`src/rtl/alu_operand_loader.sv`:
```
// ---------------------------------------------------------------------------
// alu_operand_loader
//
// Loads operands for a small ALU from four slide switches using a single
// push button. Each debounced press advances a four-step sequence:
//   S_A   : press captures sw[N-1:0] into A
//   S_B   : press captures sw[N-1:0] into B
//   S_OP  : press captures sw[3:0] into ALUControl and pulses op_valid
//   S_RUN : press returns to S_A (operands hold their values)
//
// The raw button passes through a two-flop synchronizer and then a
// counter-based debouncer. Only a debounced rising edge produces a press.
//
// Ports
//   clk         system clock, all state changes on the rising edge
//   rst_n       asynchronous active-low reset
//   sw[3:0]     slide switches (quasi-static data)
//   btn_next    raw, bouncy, asynchronous push button (active-high)
//   clr         synchronous clear (clean, active-high)
//   A[N-1:0]    registered operand A
//   B[N-1:0]    registered operand B
//   ALUControl  registered operation code
//   op_valid    one-cycle pulse marking a complete, fresh operand set
//   phase[1:0]  current FSM state encoding (display / debug visibility)
//
// op_valid semantics: a single-cycle strobe with no back-pressure. It is
// high for exactly the cycle after the S_OP -> S_RUN transition, at which
// point A, B and ALUControl all hold the freshly captured set. There is no
// ready input; a consumer that misses the strobe simply misses it.
// ---------------------------------------------------------------------------
module alu_operand_loader #(
    parameter int N               = 3,  // operand width, 1..4
    parameter int DEBOUNCE_CYCLES = 4   // stable cycles to accept a change, >= 2
) (
    input  logic         clk,
    input  logic         rst_n,
    input  logic [3:0]   sw,
    input  logic         btn_next,
    input  logic         clr,
    output logic [N-1:0] A,
    output logic [N-1:0] B,
    output logic [3:0]   ALUControl,
    output logic         op_valid,
    output logic [1:0]   phase
);

    localparam int CW = (DEBOUNCE_CYCLES > 1) ? $clog2(DEBOUNCE_CYCLES) : 1;
    localparam logic [CW-1:0] CNT_LAST = CW'(DEBOUNCE_CYCLES - 1);

    typedef enum logic [1:0] {
        S_A   = 2'b00,
        S_B   = 2'b01,
        S_OP  = 2'b10,
        S_RUN = 2'b11
    } state_t;

    // ------------------------------------------------------------------
    // Synchronizer and debouncer
    // ------------------------------------------------------------------
    logic          s1;
    logic          s2;
    logic          stable;
    logic          stable_d;
    logic [CW-1:0] cnt;
    logic          press;

    always_ff @(posedge clk or negedge rst_n) begin
        if (!rst_n) begin
            s1       <= 1'b0;
            s2       <= 1'b0;
            stable   <= 1'b0;
            stable_d <= 1'b0;
            cnt      <= '0;
        end else begin
            s1       <= btn_next;
            s2       <= s1;
            stable_d <= stable;
            if (s2 != stable) begin
                // The counter reaching CNT_LAST means s2 has already
                // disagreed for DEBOUNCE_CYCLES-1 edges; this edge is the
                // DEBOUNCE_CYCLES-th, so accept the new level.
                if (cnt == CNT_LAST) begin
                    stable <= s2;
                    cnt    <= '0;
                end else begin
                    cnt <= cnt + CW'(1);
                end
            end else begin
                cnt <= '0;
            end
        end
    end

    // One-cycle event in the cycle after stable rises; releases are silent.
    assign press = stable & ~stable_d;

    // ------------------------------------------------------------------
    // Operand FSM
    // ------------------------------------------------------------------
    state_t        state;
    state_t        state_next;
    logic [N-1:0]  a_next;
    logic [N-1:0]  b_next;
    logic [3:0]    alu_next;
    logic          op_valid_next;

    always_ff @(posedge clk or negedge rst_n) begin
        if (!rst_n) begin
            state      <= S_A;
            A          <= '0;
            B          <= '0;
            ALUControl <= '0;
            op_valid   <= 1'b0;
        end else begin
            state      <= state_next;
            A          <= a_next;
            B          <= b_next;
            ALUControl <= alu_next;
            op_valid   <= op_valid_next;
        end
    end

    always_comb begin
        state_next    = state;
        a_next        = A;
        b_next        = B;
        alu_next      = ALUControl;
        op_valid_next = 1'b0;

        // clr has priority; a press arriving in the same cycle is dropped.
        if (clr) begin
            state_next = S_A;
            a_next     = '0;
            b_next     = '0;
            alu_next   = '0;
        end else if (press) begin
            case (state)
                S_A: begin
                    a_next     = sw[N-1:0];
                    state_next = S_B;
                end
                S_B: begin
                    b_next     = sw[N-1:0];
                    state_next = S_OP;
                end
                S_OP: begin
                    alu_next      = sw;
                    op_valid_next = 1'b1;
                    state_next    = S_RUN;
                end
                S_RUN: begin
                    state_next = S_A;
                end
                default: begin
                    state_next = S_A;
                end
            endcase
        end
    end

    assign phase = state;

endmodule

```
`config.mk`:
```
export PLATFORM = sky130hd
export DESIGN_NAME = alu_operand_loader
export DESIGN_NICKNAME = d
export VERILOG_FILES = /design/src/rtl/alu_operand_loader.sv
export SDC_FILE = /design/constraint.sdc
export NUM_CORES = 1
export LEC_CHECK = 0
export BUFFER_PORTS_ARGS = -buffer_cell sky130_fd_sc_hd__buf_4
export CAP_MARGIN = 20
export CORE_MARGIN = 1
export CORE_UTILIZATION = 53
export DETAILED_ROUTE_END_ITERATION = 8
export PLACE_DENSITY = 0.89
export SLEW_MARGIN = 25
export SYNTH_ARGS = -nofsm -noshare
export SYNTH_HDL_FRONTEND = slang
export SYNTH_SLANG_ARGS = --single-unit
```
`constraint.sdc`:
```
create_clock -name clk -period 2.5 [get_ports clk]
set_input_delay 0.625 -clock clk [delete_from_list [all_inputs] [get_ports clk]]
set_output_delay 0.625 -clock clk [all_outputs]
set_load 0.05 [all_outputs]
```
==> results.ini <==
[run_status]
status=complete, no violations

[route]
drc=0
wl_um=1480
dr.pass1.iters=4
vias=594
drt_first_iter_violations=11
vias_per_cell=5.55
ant_nets=0
route.detailed.wl_per_inst_um=13.8

[worst_setup_path]
critPathKind=reg -> out
rr_worst_depth=5
required_ns=1.88
start_kind=flip-flop
reg2reg_from=phase[0]
crit_arrival_ns=0.94
critPathSlowestCell=dfrtp_1
cp_num_buf_inv=1
timing.rr.end=ALUControl[0]
cp_slowest_stage_delay_ns=0.42
critical_path.cell_chain=buf_4
r2r_slack_ns=1.27
crit_fanout=4
crit_family=flip-flops
end_kind=primary output

[sta]
fin_crit_ns=1.57
setup_viol=0
skew_ns=0.00517
whs_ns=0.164
setup_slack_ns=0.930
fin_crit_sh_pct=62.8
hold_viol=0
drv_slew=0
setup_tns_ns=0
max_slew_margin_pct=84.2
rsz0062_at_grt=false
tightest_slew_ns=0.237
fmax_mhz=637

[yosys]
muxShareOfSynthArea_pct=2.72
synth_xor_area_share_pct=2.24
avgSynthCellArea_um2=11.2
ys_warn_count=0
synthAdderAreaFrac_pct=6.39
synth_compound_area_share_pct=6.39
synth.distinct_cells=17
synth_top_family_by_area=simple AND/OR/NAND/NOR gates
postSynthCellCount=70
synthesis.nets=82
ys_seq_elements=19
seq_area_frac_synth_pct=60.7
yosys.area_share.simple_pct=18.7
synth.cell_area_um2=783

[pwr]
p_leak_uw=0.000464
power_per_cell_area_mw_per_mm2=1000
p_comb_share_pct=40.0
ir_drop_mv=0.575
p_int_uw=566
p_sw_share_pct=41.5
pwr-share-seq_pct=43.4
p_switching_uw=401
p_clk_share_pct=16.6

[global_routing]
overflow=0
grt_pass1_wl_um=2170
grt_pass1_vias=521
grt_usage_pct=20.7
grt_antenna_before_repair=0
grt_max_degree=20

[final_layout]
final_net_count=105
layout-drive-gt1-share_pct=27.2
num_antenna_cells=0
area_growth_syn_to_layout_pct=23.2

[clocking]
clkSinkCount=19
cts_root_buf=clkbuf_4
path_clk_slew_ns=0.11
numCtsBuffers=3
cts_resized=0
postCtsSetupRepairBufs=0
h-tree-depth=1
cts_tree=done
postCtsHoldBufs=0
clk-insertion-delay-late_ns=0.30
clock_path_buffers=2

[floorplanning]
die_w_um=40.4
start_util_pct=58.7
core-area_mm2=0.00133
rows=13
die_area_mm2=0.00164
ios=21
fp.dieH_um=40.4

[job]
maxCapViolCount=0

[placed_design]
post-place-ws_ns=1.26
hpwl_um=1100
io_buffer_count=20
gp_congestion=0.718

[hold_path]
hp-class=in -> async

[per-stage QoR]
| step | total power [uW] | std cells | utilization (%) | area, um2 |
|---|---|---|---|---|
| 2_1_floorplan | 716 | 70 | - | 783 |
| 3_3_place_gp | 798 | 103 | 70.3 | 937 |
| 3_5_place_dp | 813 | 103 | 70.3 | 937 |
| 4_1_cts | 968 | 107 | 72.3 | 965 |
| 5_1_grt | 1020 | 107 | 72.3 | 965 |
| 6_report | 967 | 107 | 72.3 | 965 |
[worst max path at each step]
stage,start,end,depth (start not counted)
after CTS,phase[0],phase[0],1
after detailed placement,phase[0],phase[0],1
final,phase[0],phase[0],1
after global routing,phase[0],phase[0],1
after global placement,phase[0],phase[0],1
after floorplan,phase[0],ALUControl[0],5
[sequential cells by signal (all words and copies together), names as in the netlist]
register / cells
phase: 2
cnt: 2
stable_d: 1
ALUControl: 4
op_valid: 1
A: 3
stable: 1
s2: 1
s1: 1
B: 3
[cell type report]
type	count	area [um2]
well taps	15	18.8
flip-flops and latches	19	475
repair buffers	20	150
clock inverters	1	5.00
multi-input cells	47	285
clock buffers	3	22.5
inverters	2	7.51
fillers	105	369
[synthesized netlist by cell type (all sizes together)]
library cell  number  share of area (%)
nor2b              1               0.80
buf                1                1.4
nor2               2               0.96
and3b              1                1.1
mux2i              1                1.3
dfrtp             19                 61
nand2             10                4.8
a21oi             10                6.4
ha                 4                6.4
inv                2               0.96
mux2               1                1.4
nand3             10                6.4
and2b              1                1.1
nor3               1               0.64
xnor2              2                2.2
nand3b             3                2.9
clkbuf             1               0.48
[metal layers]
metal	track usage (%)	routed length, um
met2	34.9	752
met3	5.00	72
met5	0	0
met1	24.2	624
met4	10.0	28
[placed cells by master (no fill, tap or decap)]
cell type / count
and2b_2: 1
nor2_1: 2
nor2b_1: 1
nor3_1: 1
mux2_1: 1
clkinv_2: 1
nand3b_1: 3
dfrtp_1: 19
buf_4: 20
a21oi_1: 10
and3b_1: 1
inv_1: 2
clkbuf_4: 3
ha_1: 4
mux2i_1: 1
nand3_1: 10
nand2_1: 10
xnor2_1: 2
[power by group through the flow]
stage	sequential (uW)	clock [uW]	combinational, uW
final	420	161	386
after global routing	430	171	421
after detailed placement	426	0	387
after CTS	420	157	391
after floorplan	524	0	191
after global placement	418	0	380
[cell families (layout without fill, tap and decap cells)]
kind of cell | count (synthesis) | count (layout)
buffers and inverters | 4 | 26
multiplexers | 2 | 2
AND/OR/NAND/NOR | 29 | 29
flip-flops | 19 | 19
XOR/XNOR | 2 | 2
adder cells (fa/ha/maj) | 4 | 4
AO/OA/AOI/OAI | 10 | 10
(Power assumes the default switching activity.)
